File: src/rtl/ps2_host_tx.sv
// Host-to-device PS/2 command transmitter: inhibit, request-to-send, 8 data bits + odd parity + stop, then ACK check.
// Latency: INHIBIT_CYCLES + 1 cycles to request-to-send, then paced by the device clock; done/error one cycle after the final event is seen.
// Backpressure: tx_ready is low from accept until done/error; tx_valid while not ready is dropped, never queued. Optional watchdog: PS2_TX_TIMEOUT_EN.
module ps2_host_tx #(
    parameter int INHIBIT_CYCLES = 12000,
    parameter int TIMEOUT_CYCLES = 2000000
) (
    input  logic       CLK,
    input  logic       RST_N,
    input  logic [7:0] tx_data,
    input  logic       tx_valid,
    output logic       tx_ready,
    output logic       tx_busy,
    output logic       tx_done,
    output logic       tx_error,
    input  logic       PS2_CLK,
    input  logic       PS2_DATA,
    output logic       PS2_CLK_OE,
    output logic       PS2_DATA_OE
);

    localparam int INH_W = (INHIBIT_CYCLES > 1) ? $clog2(INHIBIT_CYCLES) : 1;
    localparam logic [INH_W-1:0] INH_LAST = INH_W'(INHIBIT_CYCLES - 1);

    typedef enum logic [2:0] {
        S_IDLE,
        S_INHIBIT,
        S_REQ,
        S_SEND,
        S_ACK,
        S_WAIT_IDLE
    } state_t;

    state_t           state;
    logic [INH_W-1:0] inh_cnt;
    logic [3:0]       bit_cnt;
    logic [3:0]       bit_cnt_nxt;
    logic [7:0]       data_q;
    logic             parity_q;

    logic clk_meta;
    logic clk_sync;
    logic clk_prev;
    logic data_meta;
    logic data_sync;
    logic fall;
    logic timeout_hit;

    // Two-flop synchronisers on both lines plus one history flop for clock edge detection; idle lines read high.
    always_ff @(posedge CLK or negedge RST_N) begin
        if (!RST_N) begin
            clk_meta  <= 1'b1;
            clk_sync  <= 1'b1;
            clk_prev  <= 1'b1;
            data_meta <= 1'b1;
            data_sync <= 1'b1;
        end else begin
            clk_meta  <= PS2_CLK;
            clk_sync  <= clk_meta;
            clk_prev  <= clk_sync;
            data_meta <= PS2_DATA;
            data_sync <= data_meta;
        end
    end

    assign fall = clk_prev & ~clk_sync;

    // Bit counter saturates at 15 so a misbehaving device can never wrap it back into the data range.
    assign bit_cnt_nxt = (bit_cnt == 4'hF) ? bit_cnt : bit_cnt + 4'd1;

`ifdef PS2_TX_TIMEOUT_EN
    localparam int WD_W = (TIMEOUT_CYCLES > 1) ? $clog2(TIMEOUT_CYCLES + 1) : 1;
    localparam logic [WD_W-1:0] WD_LAST = WD_W'(TIMEOUT_CYCLES - 1);

    logic [WD_W-1:0] wd_cnt;
    logic            in_watch;

    assign in_watch = (state == S_SEND) || (state == S_ACK) || (state == S_WAIT_IDLE);

    // Watchdog runs only while waiting on the device; it is held at zero elsewhere so it starts clean on entry to SEND.
    always_ff @(posedge CLK or negedge RST_N) begin
        if (!RST_N) begin
            wd_cnt <= '0;
        end else if (!in_watch) begin
            wd_cnt <= '0;
        end else begin
            wd_cnt <= wd_cnt + 1'b1;
        end
    end

    assign timeout_hit = in_watch && (wd_cnt == WD_LAST);
`else
    // No watchdog: a silent device holds the transfer until reset.
    assign timeout_hit = 1'b0;
`endif

    assign tx_busy = ~tx_ready;

    // Transfer sequencer with registered line enables and status pulses.
    always_ff @(posedge CLK or negedge RST_N) begin
        if (!RST_N) begin
            state       <= S_IDLE;
            inh_cnt     <= '0;
            bit_cnt     <= '0;
            data_q      <= '0;
            parity_q    <= 1'b0;
            tx_ready    <= 1'b1;
            tx_done     <= 1'b0;
            tx_error    <= 1'b0;
            PS2_CLK_OE  <= 1'b0;
            PS2_DATA_OE <= 1'b0;
        end else begin
            tx_done  <= 1'b0;
            tx_error <= 1'b0;
            case (state)
                S_IDLE: begin
                    PS2_CLK_OE  <= 1'b0;
                    PS2_DATA_OE <= 1'b0;
                    tx_ready    <= 1'b1;
                    if (tx_valid) begin
                        data_q     <= tx_data;
                        parity_q   <= ~^tx_data;
                        tx_ready   <= 1'b0;
                        PS2_CLK_OE <= 1'b1;
                        inh_cnt    <= '0;
                        state      <= S_INHIBIT;
                    end
                end

                S_INHIBIT: begin
                    if (inh_cnt == INH_LAST) begin
                        PS2_DATA_OE <= 1'b1;
                        state       <= S_REQ;
                    end else begin
                        inh_cnt <= inh_cnt + 1'b1;
                    end
                end

                S_REQ: begin
                    PS2_CLK_OE <= 1'b0;
                    bit_cnt    <= '0;
                    state      <= S_SEND;
                end

                S_SEND: begin
                    if (timeout_hit) begin
                        PS2_CLK_OE  <= 1'b0;
                        PS2_DATA_OE <= 1'b0;
                        tx_error    <= 1'b1;
                        tx_ready    <= 1'b1;
                        state       <= S_IDLE;
                    end else if (fall) begin
                        bit_cnt <= bit_cnt_nxt;
                        if (bit_cnt < 4'd8) begin
                            PS2_DATA_OE <= ~data_q[bit_cnt[2:0]];
                        end else if (bit_cnt == 4'd8) begin
                            PS2_DATA_OE <= ~parity_q;
                        end else begin
                            PS2_DATA_OE <= 1'b0;
                            state       <= S_ACK;
                        end
                    end
                end

                S_ACK: begin
                    // A device decision on this cycle takes priority over the watchdog.
                    if (fall) begin
                        if (!data_sync) begin
                            state <= S_WAIT_IDLE;
                        end else begin
                            tx_error <= 1'b1;
                            tx_ready <= 1'b1;
                            state    <= S_IDLE;
                        end
                    end else if (timeout_hit) begin
                        PS2_CLK_OE  <= 1'b0;
                        PS2_DATA_OE <= 1'b0;
                        tx_error    <= 1'b1;
                        tx_ready    <= 1'b1;
                        state       <= S_IDLE;
                    end
                end

                S_WAIT_IDLE: begin
                    if (clk_sync && data_sync) begin
                        tx_done  <= 1'b1;
                        tx_ready <= 1'b1;
                        state    <= S_IDLE;
                    end else if (timeout_hit) begin
                        PS2_CLK_OE  <= 1'b0;
                        PS2_DATA_OE <= 1'b0;
                        tx_error    <= 1'b1;
                        tx_ready    <= 1'b1;
                        state       <= S_IDLE;
                    end
                end

                default: begin
                    PS2_CLK_OE  <= 1'b0;
                    PS2_DATA_OE <= 1'b0;
                    tx_ready    <= 1'b1;
                    state       <= S_IDLE;
                end
            endcase
        end
    end

endmodule

File: config.mk
export PLATFORM = sky130hd
export DESIGN_NAME = ps2_host_tx
export DESIGN_NICKNAME = d
export VERILOG_FILES = /design/src/rtl/ps2_host_tx.sv
export SDC_FILE = /design/constraint.sdc
export NUM_CORES = 1
export LEC_CHECK = 0
export CAP_MARGIN = 20
export CELL_PAD_IN_SITES_DETAIL_PLACEMENT = 1
export CELL_PAD_IN_SITES_GLOBAL_PLACEMENT = 1
export CORE_MARGIN = 1.5
export CORE_UTILIZATION = 40
export CTS_CLUSTER_SIZE = 20
export DETAILED_ROUTE_END_ITERATION = 16
export PLACE_DENSITY_LB_ADDON = 0.1
export REMOVE_ABC_BUFFERS = 1
export SYNTH_ARGS = -nofsm -noshare
export SYNTH_HDL_FRONTEND = slang
export SYNTH_SLANG_ARGS = --single-unit
File: constraint.sdc
create_clock -name CLK -period 1.6 [get_ports CLK]
set_input_delay 0.4 -clock CLK [delete_from_list [all_inputs] [get_ports CLK]]
set_output_delay 0.4 -clock CLK [all_outputs]
set_load 0.03 [all_outputs]
==> flow_summary_export.csv <==
group,metric,value,unit
run_status,status,"finished with violations",
run_status,violations,"negative hold slack",
worst_setup_path,ff2ff_setup_slack,0.01,ns
sta,period_needed,1.590,ns
sta,report.final.slew_viol_count,0,
synth,synth-async-reset-ratio,1.000,
synth,yosysUniqueCellTypes,46,
drt,dr.pass1.iters,4,
global_route,grt_max_degree,17,
worst_setup_path,critPathMaxFanout,3,
worst_setup_path,criticalPathCategory,"register to register",
sta,setup_viol,0,
die,initial_core_util,0.4100,
clock_tree,clock_sink_count,40,
finish,num-nets-final,282,
clock_tree,cts_root_buf,"clkbuf_8",
sta,hold_violations,3,
synth,synth_edf_count,0,
placement,hpwl,4074,um
finish,drive_gt1_frac,0.3109,
worst_setup_path,crit_arrival,1.80,ns
die,ios,19,
placement,gp_congestion,0.8752,
finish,final_common_cell,"nand2_1",
sta,grt_setup_unrepaired,"true",
finish,areaGrowthSynthToFinish,33.61,%
placement,portBuffers,18,
sta,fin_crit_sh,0.9937,
drt,final_antenna_net_count,0,
synth,avgSynthCellArea,9.678,um^2
global_route,gr-total-overflow,0,
sta,clock_skew,0.007817,ns
drt,drc_errors,0,
clock_tree,cts_tree,"built",
worst_hold_path,hold_path_class,"input pin to async pin",
drt,detail_route.wl_per_cell,17.02,um
finish,insertedDiodeCount,0,
drt,via_count,1781,
synth,yosysSeqAreaShare,0.4847,
global_route,grt_pass1_vias,1899,
sta,worstMarginPinSlew,0.3513,ns
die,dieHeight,75.13,um
global_route,grt_pass1_wl,9121,um
synth,synth_flop_cell,"dfrtp_1",
synth,syn_area,0.002081,mm^2
pwr,finalPower,3544,uW
pwr,p_leak,0.001242,uW
global_route,antenna_found_initial,0,
synth,synth_cells,215,
flow_run,max_cap_viol_count,0,
synth,ys.warnings.count,0,
clock_tree,clockBufferDepth,2,
pwr,vdd_drop_max,0.5375,mV
finish,final_cell_mix,"nand2_1, dfrtp_1, buf_4, clkdlybuf4s50_1, mux2i_1",
pwr,p_per_area,1275,mW/mm^2
finish,final_core_util,0.5478,
drt,viasPerCell,5.285,
worst_setup_path,r2r_start,"inh_cnt[5]",
worst_setup_path,cp.required,1.81,ns
drt,wl,5737,um
sta,fmax,629.0,MHz
sta,fin_ws,0.01006,ns
global_route,track_usage,0.2180,
worst_setup_path,end_kind,"register",
clock_tree,clk_pin_slew,0.08,ns
synth,synth.ff_latch_count,40,
die,fp.dieArea,0.005644,mm^2
placement,dp_slack,-0.1598,ns
sta,tns,0,ns
drt,drt_iter0_drc,60,
worst_setup_path,startpoint_type,"register",
sta,hold_ws,-0.001267,ns
clock_tree,clk_latency,0.30,ns
worst_setup_path,reg2reg_depth,5,
clock_tree,cts-htree-levels,2,
worst_setup_path,worstReg2RegEnd,"inh_cnt[4]",
die,coreArea,0.005075,mm^2
clock_tree,cts_buffers,5,
die,num_rows,26,
sta,relSlewSlack,0.7652,
die,die_w,75.13,um
-- report_power, final --
group / switching, uW / total, uW / internal (uW)
registers: 192 / 1460 / 1260
logic: 772 / 1370 / 594
clock network: 373 / 722 / 349
total: 1340 / 3540 / 2210
-- critical path, cell delays in order (launching register included) --
cell,delay (ns)
dfrtp_1,0.42
nand4bb_4,0.25
nor4_4,0.29
buf_4,0.19
nand4b_1,0.14
mux2i_1,0.22
-- metrics by stage --
step                instance area [um^2]  instances  hold slack, ns
floorplan                           2054        209          0.1044
global placement                    2509        322          0.3113
detailed placement                  2509        322          0.3321
CTS                                 2681        335        0.001646
global route                        2780        337         0.01640
finish                              2780        337       -0.001267
-- cell families after synthesis --
| family | after synthesis | share of synthesized area |
|---|---|---|
| AOI/OAI and AO/OA | 36 | 0.1094 |
| and+or+nand+nor | 102 | 0.2568 |
| buffers and inverters | 12 | 0.02345 |
| adders and majority gates | 3 | 0.01804 |
| DFF | 40 | 0.4847 |
| muxes | 13 | 0.06975 |
| xor gates and xnor gates | 9 | 0.03789 |
-- area by class of cell --
cell class                 instances  area, um^2
fill                             603        2295
sequential                        40        1011
tap                               70       87.58
clock inverter                     2       15.01
multi-input combinational        163        1149
inverter                           6       22.52
clock buffer                       6       82.58
timing repair buffer              50       412.9
-- worst max-delay path by stage --
stage,start,to,cells after the start
final,inh_cnt[5],inh_cnt[4],5
after global routing,inh_cnt[5],inh_cnt[4],5
after CTS,state[2],inh_cnt[6],5
after detailed placement,tx_valid,data_q[6],5
after global placement,tx_valid,data_q[0],5
after floorplan,state[2],inh_cnt[6],3
-- synthesized netlist by cell type, types with 2 or more instances --
| master | count | area (um^2) |
|---|---|---|
| dfstp_2 | 6 | 157.7 |
| nor3_1 | 5 | 25.02 |
| or3_1 | 4 | 25.02 |
| a21oi_1 | 10 | 50.05 |
| xnor2_1 | 6 | 52.55 |
| ha_1 | 3 | 37.54 |
| nand2b_1 | 6 | 37.54 |
| nor2b_1 | 4 | 25.02 |
| clkbuf_1 | 3 | 11.26 |
| nand2_1 | 42 | 157.7 |
| and3_1 | 4 | 25.02 |
| inv_1 | 6 | 22.52 |
| o21ai_0 | 8 | 40.04 |
| buf_2 | 3 | 15.01 |
| or2_2 | 2 | 12.51 |
| a22oi_1 | 2 | 15.01 |
| o31ai_1 | 4 | 30.03 |
| nand4_1 | 3 | 18.77 |
| nand3_1 | 10 | 50.05 |
| a31oi_1 | 3 | 18.77 |
| nor2_1 | 10 | 37.54 |
| dfrtp_1 | 34 | 850.8 |
| o311ai_0 | 2 | 17.52 |
| mux2i_1 | 10 | 100.1 |
| mux2_2 | 2 | 22.52 |
| xor2_1 | 3 | 26.28 |
-- sequential cells by signal (all words and copies together) (netlist names) --
register,count
inh_cnt,14
bit_cnt,4
tx_ready,1
clk_prev,1
parity_q,1
clk_meta,1
clk_sync,1
tx_done,1
data_sync,1
data_q,8
state,3
tx_error,1
data_meta,1
PS2_DATA_OE,1
PS2_CLK_OE,1
-- routing by layer --
metal / wire (um) / track usage / part of all wire / vias to the layer above
li1: - / - / - / 859
met5: 0 / 0 / 0 / -
met1: 2364 / 0.2637 / 0.41 / 890
met4: 55 / 0.05859 / 0.0096 / 0
met2: 3169 / 0.3992 / 0.55 / 26
met3: 148 / 0.03614 / 0.026 / 6
-- what timing repair did --
item | 4_1_cts | 5_1_grt
setup buffers | 5 | 2
gates resized for setup | 19 | 19
hold buffers | 0 | 0
endpoints found under the setup margin | 17 | 17
pin swaps | 6 | 7
No activity file was read; power rests on OpenSTA's default activity.
